**src/rtl/fpu_norm_pkg.sv**
```systemverilog
// Shared definitions for the normalisation pipeline: search-direction
// encodings and the operand/index width legality rule.
package fpu_norm_pkg;

  localparam logic MODE_LEAD  = 1'b0;
  localparam logic MODE_TRAIL = 1'b1;

  // An index of width_log bits must cover every bit position of the operand,
  // and must not carry a whole unused top bit.
  function automatic bit width_ok(input int width, input int width_log);
    return ((1 << (width_log - 1)) < width) && (width <= (1 << width_log));
  endfunction

endpackage

```
**src/rtl/fpu_lod_comb.sv**
```systemverilog
// Combinational binary-search one detector. The operand is zero-padded to a
// power of two; each level halves the search window and decides one index
// bit, MSB first. DIR selects leading-one or trailing-one search.
module fpu_lod_comb #(
  parameter int   WIDTH     = 106,
  parameter int   WIDTH_LOG = 7,
  parameter logic DIR       = 1'b0
) (
  input  logic [WIDTH-1:0]     value,
  output logic [WIDTH_LOG-1:0] index,
  output logic                 zero
);
  import fpu_norm_pkg::*;

  localparam int N = 1 << WIDTH_LOG;
  localparam logic [N-1:0] ONE = {{(N-1){1'b0}}, 1'b1};

  logic [N-1:0]         padded;
  logic [N-1:0]         win;
  logic [N-1:0]         low_mask;
  logic [WIDTH_LOG-1:0] idx;

  // Window always sits in the low bits; after each level it is narrowed to
  // the half that holds the wanted one and shifted down when that half is
  // the upper one.
  always_comb begin
    padded              = '0;
    padded[WIDTH-1:0]   = value;
    win                 = padded;
    idx                 = '0;
    low_mask            = '0;
    for (int b = WIDTH_LOG - 1; b >= 0; b--) begin
      low_mask = (ONE << (1 << b)) - ONE;
      if (DIR == MODE_TRAIL) begin
        if ((win & low_mask) == '0) begin
          idx[b] = 1'b1;
          win    = win >> (1 << b);
        end else begin
          win = win & low_mask;
        end
      end else begin
        if ((win & ~low_mask) != '0) begin
          idx[b] = 1'b1;
          win    = win >> (1 << b);
        end else begin
          win = win & low_mask;
        end
      end
    end
  end

  // A zero operand reports index 0 regardless of search direction.
  assign zero  = ~|value;
  assign index = zero ? '0 : idx;

endmodule

```
**src/rtl/fpu_norm_pipe.sv**
```systemverilog
// Two-stage normalisation pipeline. S1 registers the operand together with
// its leading/trailing one index; S2 registers the shift amount and the
// shifted operand.
//
// Handshake: a beat moves on any rising edge where valid and ready are both
// high on that side. in_ready is computed from pipeline state only (never
// from in_valid); once out_valid is high the out_* payload holds until
// out_ready takes it.
module fpu_norm_pipe #(
  parameter int WIDTH     = 106,
  parameter int WIDTH_LOG = 7,
  parameter int TAG_W     = 4
) (
  input  logic                 clk,
  input  logic                 rst,
  input  logic                 in_valid,
  output logic                 in_ready,
  input  logic [WIDTH-1:0]     in_value,
  input  logic                 in_mode,
  input  logic [TAG_W-1:0]     in_tag,
  output logic                 out_valid,
  input  logic                 out_ready,
  output logic [WIDTH_LOG-1:0] out_index,
  output logic [WIDTH_LOG-1:0] out_shift,
  output logic [WIDTH-1:0]     out_norm,
  output logic                 out_zero,
  output logic [TAG_W-1:0]     out_tag,
  output logic [1:0]           occupancy
);
  import fpu_norm_pkg::*;

  if (!width_ok(WIDTH, WIDTH_LOG)) begin : g_bad_width
    $error("fpu_norm_pipe: WIDTH does not fit WIDTH_LOG");
  end

  localparam logic [WIDTH_LOG-1:0] TOP_IDX = WIDTH_LOG'(WIDTH - 1);

  logic [WIDTH_LOG-1:0] lead_idx, trail_idx;
  logic                 lead_zero, trail_zero;

  logic                 s1_valid;
  logic [WIDTH-1:0]     s1_value;
  logic                 s1_mode;
  logic [TAG_W-1:0]     s1_tag;
  logic [WIDTH_LOG-1:0] s1_index;
  logic                 s1_zero;

  logic [WIDTH_LOG-1:0] s1_shift;
  logic [WIDTH-1:0]     s1_norm;

  logic                 s2_valid;
  logic                 s2_load_ok;

  fpu_lod_comb #(
    .WIDTH     (WIDTH),
    .WIDTH_LOG (WIDTH_LOG),
    .DIR       (MODE_LEAD)
  ) u_lod_lead (
    .value (in_value),
    .index (lead_idx),
    .zero  (lead_zero)
  );

  fpu_lod_comb #(
    .WIDTH     (WIDTH),
    .WIDTH_LOG (WIDTH_LOG),
    .DIR       (MODE_TRAIL)
  ) u_lod_trail (
    .value (in_value),
    .index (trail_idx),
    .zero  (trail_zero)
  );

  // S2 can take a beat when empty or when its beat leaves this cycle; S1 can
  // then take one when empty or when it moves into S2.
  assign s2_load_ok = !s2_valid || out_ready;
  assign in_ready   = !rst && (!s1_valid || s2_load_ok);
  assign out_valid  = s2_valid;
  assign occupancy  = {1'b0, s1_valid} + {1'b0, s2_valid};

  // S1: capture operand, mode, tag and the direction-selected search result.
  always_ff @(posedge clk) begin
    if (rst) begin
      s1_valid <= 1'b0;
      s1_value <= '0;
      s1_mode  <= MODE_LEAD;
      s1_tag   <= '0;
      s1_index <= '0;
      s1_zero  <= 1'b0;
    end else if (in_ready) begin
      s1_valid <= in_valid;
      if (in_valid) begin
        s1_value <= in_value;
        s1_mode  <= in_mode;
        s1_tag   <= in_tag;
        s1_index <= (in_mode == MODE_TRAIL) ? trail_idx : lead_idx;
        s1_zero  <= (in_mode == MODE_TRAIL) ? trail_zero : lead_zero;
      end
    end
  end

  // Shift amount and normalised operand from the S1 contents; zero operands
  // produce an all-zero result.
  always_comb begin
    s1_shift = '0;
    s1_norm  = '0;
    if (!s1_zero) begin
      if (s1_mode == MODE_TRAIL) begin
        s1_shift = s1_index;
        s1_norm  = s1_value >> s1_index;
      end else begin
        s1_shift = TOP_IDX - s1_index;
        s1_norm  = s1_value << s1_shift;
      end
    end
  end

  // S2: result register driving the output side; payload only changes when
  // a real beat advances out of S1.
  always_ff @(posedge clk) begin
    if (rst) begin
      s2_valid  <= 1'b0;
      out_index <= '0;
      out_shift <= '0;
      out_norm  <= '0;
      out_zero  <= 1'b0;
      out_tag   <= '0;
    end else if (s2_load_ok) begin
      s2_valid <= s1_valid;
      if (s1_valid) begin
        out_index <= s1_index;
        out_shift <= s1_shift;
        out_norm  <= s1_norm;
        out_zero  <= s1_zero;
        out_tag   <= s1_tag;
      end
    end
  end

endmodule

```
**config.mk**
```make
export PLATFORM = sky130hd
export DESIGN_NAME = fpu_norm_pipe
export DESIGN_NICKNAME = d
export VERILOG_FILES = /design/src/rtl/fpu_norm_pkg.sv /design/src/rtl/fpu_lod_comb.sv /design/src/rtl/fpu_norm_pipe.sv
export SDC_FILE = /design/constraint.sdc
export NUM_CORES = 2
export LEC_CHECK = 0
export ABC_AREA = 1
export CAP_MARGIN = 15
export CORE_UTILIZATION = 59
export CTS_CLUSTER_DIAMETER = 60
export CTS_CLUSTER_SIZE = 10
export DETAILED_ROUTE_END_ITERATION = 16
export PLACE_DENSITY = 0.88
export SLEW_MARGIN = 5
export SYNTH_ARGS = -nofsm -noshare
export SYNTH_HDL_FRONTEND = slang
export SYNTH_SLANG_ARGS = --single-unit
```
**constraint.sdc**
```tcl
create_clock -name clk -period 3.6 [get_ports clk]
set_clock_uncertainty 0.05 [all_clocks]
set_input_delay 0.36 -clock clk [delete_from_list [all_inputs] [get_ports clk]]
set_output_delay 0.36 -clock clk [all_outputs]
set_load 0.05 [all_outputs]
```
==> impl_results.md, run 1 <==
- Netlist cell types: 47
- Starting Density: 0.599
- Mapped Area: approximately 25,000 sq um
- FP Rows: 74
- Die Ht: around 210 microns
- Synth async-reset ratio: 0
- Status: aborted with a tool error
- Sequential-to-total area share from yosys stat: 0.201
- # H-tree levels: 1
- TritonCTS buffer count: 29
- Mapped Nets: between 4,000 and 5,000
- DP HPWL: between 80 and 90 mm
- Error Message: [ERROR GRT-0232] Routing congestion too high. Check the congestion heatmap in the GUI.
- Ys Warns: 0
- Gate Count Post-Synth: between 4,000 and 5,000
- Largest net degree at the start of global routing: about 220
- Syn_area_per_cell: 5.40 sq um
- Clock net sink count: roughly 250
- Failed at: global routing (5_1_grt)
- IO Pins: 244
- Placed insts: ~5,400
- Clk buf depth: 3
- GPL Wtd Cong: ~1.3
- Cell Area, Placed: a little under 30,000 sq um
- Input/output buffers: around 240
- EDFF count, synth: 0
- Seq cells post-synth: ~250
- Clk root buf: clkbuf_16
- Global Route Usage Sum: 0.820
- Remaining global-route overflow: 408
- Die X: ~210 microns
- Commonest register cell after synthesis: dfxtp_1
-- routing by layer --
metal	global-route usage	overflow
met5	0.669	10
met4	0.751	112
met3	0.767	37
met2	0.916	217
met1	0.814	32
-- metrics by stage --
stage	setup slack [ns]	hold slack (ns)
global placement	-0.979	0.401
CTS	-0.175	0.146
floorplan	0.258	0.389
detailed placement	-1.06	0.404
-- cells by family after synthesis --
kind of cell	share of synthesized area
AOI/OAI and AO/OA	0.257
and+or+nand+nor	0.400
buffers and inverters	0.114
adders and majority gates	0.00102
DFF	0.201
xor gates and xnor gates	0.000714
muxes	0.0265
-- cells in the mapped netlist, drive strengths merged, types with 3 or more instances --
master / n / area [sq um]
nor2: 368 / 1480
nand2: 1506 / 5700
nand3: 425 / 2140
o221ai: 28 / 245
nand3b: 3 / 22.5
a32o: 21 / 210
or2: 18 / 113
a22oi: 16 / 120
o21ai: 716 / 3580
nand4: 41 / 257
o211ai: 53 / 398
inv: 337 / 1260
o41ai: 8 / 70.1
buf: 95 / 514
dfxtp: 246 / 4920
a221oi: 6 / 52.6
o22ai: 38 / 238
mux2i: 65 / 651
a21oi: 214 / 1070
clkbuf: 264 / 991
a31oi: 31 / 194
a211oi: 4 / 30.0
nor3: 18 / 90.1
clkinv: 5 / 18.8
o31ai: 3 / 22.5
-- what timing repair did --
| action | 4_1_cts |
|---|---|
| hold buffers | 0 |
| endpoints found under the setup margin | 5 |
| setup buffers | 52 |
| pin swaps | 52 |
| gates cloned | 6 |
| gates resized for setup | 117 |
==> run 2: changes to the inputs <==
--- a/config.mk
+++ b/config.mk
@@ -7,11 +7,9 @@
 export LEC_CHECK = 0
 export ABC_AREA = 1
 export CAP_MARGIN = 15
-export CORE_UTILIZATION = 59
-export CTS_CLUSTER_DIAMETER = 60
-export CTS_CLUSTER_SIZE = 10
+export CORE_UTILIZATION = 40
 export DETAILED_ROUTE_END_ITERATION = 16
-export PLACE_DENSITY = 0.88
+export PLACE_DENSITY_LB_ADDON = 0.15
 export SLEW_MARGIN = 5
 export SYNTH_ARGS = -nofsm -noshare
 export SYNTH_HDL_FRONTEND = slang
==> impl_results.md, run 2 <==
- Starting Density: 0.406
- Commonest non-fill, non-tap cell in the layout: nand2_1
- Final Hold Viols: 0
- Final design utilization: 0.574
- CP startpoint kind: input pin
- Maximum vdd drop: 0.469 mV
- Final Non-Filler Cells: between 6,000 and 7,000
- Post-synthesis mux area share: 0.0265
- # H-tree levels: 1
- Post-route setup slack: -0.208 ns
- Slowest-stage cell, CP: nor2_4
- IO Pins: roughly 240
- Commonest non-fill, non-tap cells in the layout: nand2_1, o21ai_0, buf_4, nand3_1, nor2_1
- Seq cells post-synth: between 200 and 250
- Drt drc: 0
- Clk root buf: clkbuf_16
- FMAX: roughly 260 MHz
- Final nets: 5,322
- WHS: between 0.1 and 0.15 ns
- Worst slew margin: 0.316
- Seq pwr share: 0.267
- Yosys top cell area share: 0.228
- Post-Synth Simple-Gate Area: 0.400
- Clk pwr share: 0.253
- Commonest register cell after synthesis: dfxtp_1
- Sequential-to-total area share from yosys stat: 0.201
- Area contributors post-synth: nand2_1, dfxtp_1, o21ai_0
- Worst-path clk slew: roughly 0.060 ns
- Area growth, synth to finish: 41.6%
- Clk buf depth: 3
- Largest net degree at the start of global routing: 159
- Vias in the first global route: 32,292
- Power, Total: 0.0110 W
- WS Path Type: input pin to flip-flop
- Total wire length: ~150 mm
- Critical Path End Type: flip-flop
- Post-synthesis compound-gate area fraction: 0.257
- Initial antenna violation count: 13
- Crit path DAT: 4.28 ns
- Top fanout value on the critical path: 7
- Maxcap violations: 0
- Placed insts: around 6,000
- GPL Wtd Cong: roughly 1.1
- Failing checks: negative setup slack
- Setup violators final: 3
- DRT antenna net count: 0
- Main combinational cell family by area after synthesis: simple AND/OR/NAND/NOR gates
- Worst Max-Slew Pin Slew: 1.02 ns
- Final slew viol count: 0
- Placeable core area: 60,500 sq um
- Synth area leader: nand2_1
- Die area: 62,300 sq um
- Global-route wire length before repair: 214 mm
- Static Leak: ~17 nW
- TritonCTS buffer count: 27
- Period utilisation layout: 1.06
- DP HPWL: 119 mm
- Final min period: about 3.8 ns
- TritonCTS clock tree: built
- Int Pwr: a little over 0.006 W
- Mapped Nets: approximately 4,700
- XOR/XNOR Fraction of Synth Area: 0.000714
- Worst-Skew Late Latency: between 0.6 and 0.7 ns
- Clock net sink count: 246
- FP Rows: 90
- Input/output buffers: about 240
- Via density: 5.96
- Hold/Removal Path Class: input pin to flip-flop
- Share of cells above drive strength 1: 0.199
- Die X: around 250 microns
- Die Ht: 250 microns
- Status: complete, but fails checks
- Pwr Density: approximately 320 nW/um^2
- Global Route Usage Sum: 0.461
- RSZ-0062 raised after global routing: true
- Slowest cell delay on critical path: ~0.27 ns
- EDFF count, synth: 0
- CTS hold repair buffers: 0
- Cell mode on critical path: nand2_1
- Combinational fraction of design power: 0.480
- Required @ worst endpoint: 4.08 ns
- DR iter-0 viols: between 5,000 and 6,000
- Synth async-reset ratio: 0
- Pre-CTS setup slack: -1.11 ns
- Netlist cell types: 47
- NetSw: approximately 0.0049 W
- Most frequent cells after synthesis: nand2_1, o21ai_0, nand3_1
- Synth Area in Adders: 0.00102
- Syn_area_per_cell: between 5 and 6 sq um
- DR WL/cell: around 25 microns
- Mapped Area: 24,500 sq um
- Ys Warns: 0
- First-pass detailed-route iteration total: 7
- Gate Count Post-Synth: approximately 4,500
- Vias: about 36,000
- Leading cell type by number of instances after synthesis: nand2_1
- Sw Share: 0.439
- Remaining global-route overflow: 0
- Largest registers: out_norm (106), s1_value (106)
-- run 2: cell counts after synthesis --
Identical to the previous run, type by type.
-- run 2: layout make-up --
cell class / instances / area (sq um)
multi-input combinational: 3599 / 17500
clock buffer: 38 / 797
fill: 6260 / 25700
tap: 782 / 978
antenna: 2 / 5.00
inverter: 342 / 1290
sequential: 246 / 4940
timing repair buffer: 989 / 9130
clock inverter: 11 / 78.8
-- run 2: final timing paths --
| check | start | endpoint | slack, ns | depth (start not counted) |
|---|---|---|---|---|
| worst min register to register | out_norm[82]$_SDFFE_PP0P_ | out_norm[82]$_SDFFE_PP0P_ | 0.41 | 2 |
| worst max-delay path | in_value[39] | s1_index[0]$_SDFFE_PP0P_ | -0.21 | 37 |
| worst max register to register | s1_index[0]$_SDFFE_PP0P_ | out_norm[10]$_SDFFE_PP0P_ | 0.05 | 14 |
| worst min-delay path | in_value[101] | s1_value[101]$_SDFFE_PP0P_ | 0.14 | 4 |
-- run 2: cell families (layout without fill, tap and decap cells) --
logic type	after synthesis	count (layout)
buffers and inverters	701	1380
flip-flops	246	246
adder cells (fa/ha/maj)	2	2
AO/OA/AOI/OAI	1145	1145
AND/OR/NAND/NOR	2381	2385
XOR/XNOR	2	2
other	0	2
multiplexers	65	65
-- run 2: power groups by stage --
stage	Clock, W	Combinational (W)	Sequential (W)
after floorplan	0	0.00227	0.00310
after global routing	0.00291	0.00554	0.00296
after CTS	0.00280	0.00498	0.00294
final	0.00280	0.00531	0.00295
after global placement	0	0.00497	0.00300
after detailed placement	0	0.00496	0.00300
-- run 2: timing repair --
action | in CTS | in global routing
resized for setup | 20 | 303
cloned | 2 | 11
endpoints found under the hold margin | 0 | 0
pin swaps | 5 | 142
buffers inserted | 3 | 40
setup endpoints to repair | 5 | 20
-- run 2: metrics by stage --
stage,cell area [sq um],TNS [ns]
2_1_floorplan,24500,0
3_3_place_gp,32400,-4.23
3_5_place_dp,32400,-4.62
4_1_cts,33300,-0.634
5_1_grt,34700,-1.16
6_report,34700,-0.581
-- run 2: worst max-delay path, delay by kind of cell --
kind	cells	cell delay [ns]
AND/OR/NAND/NOR	27	2.78
buffers and inverters	8	1.00
AO/OA/AOI/OAI	2	0.14
-- run 2: layer usage --
metal | track usage | wire [microns] | vias to the layer above | part of all wire
met5 | 0 | 68 | - | 0.00045
met4 | 0.275 | 11100 | 10 | 0.074
met3 | 0.147 | 19900 | 527 | 0.13
met2 | 0.671 | 61000 | 2403 | 0.40
met1 | 0.592 | 58800 | 16484 | 0.39
li1 | - | - | 16419 | -
(Power assumes the default switching activity.)
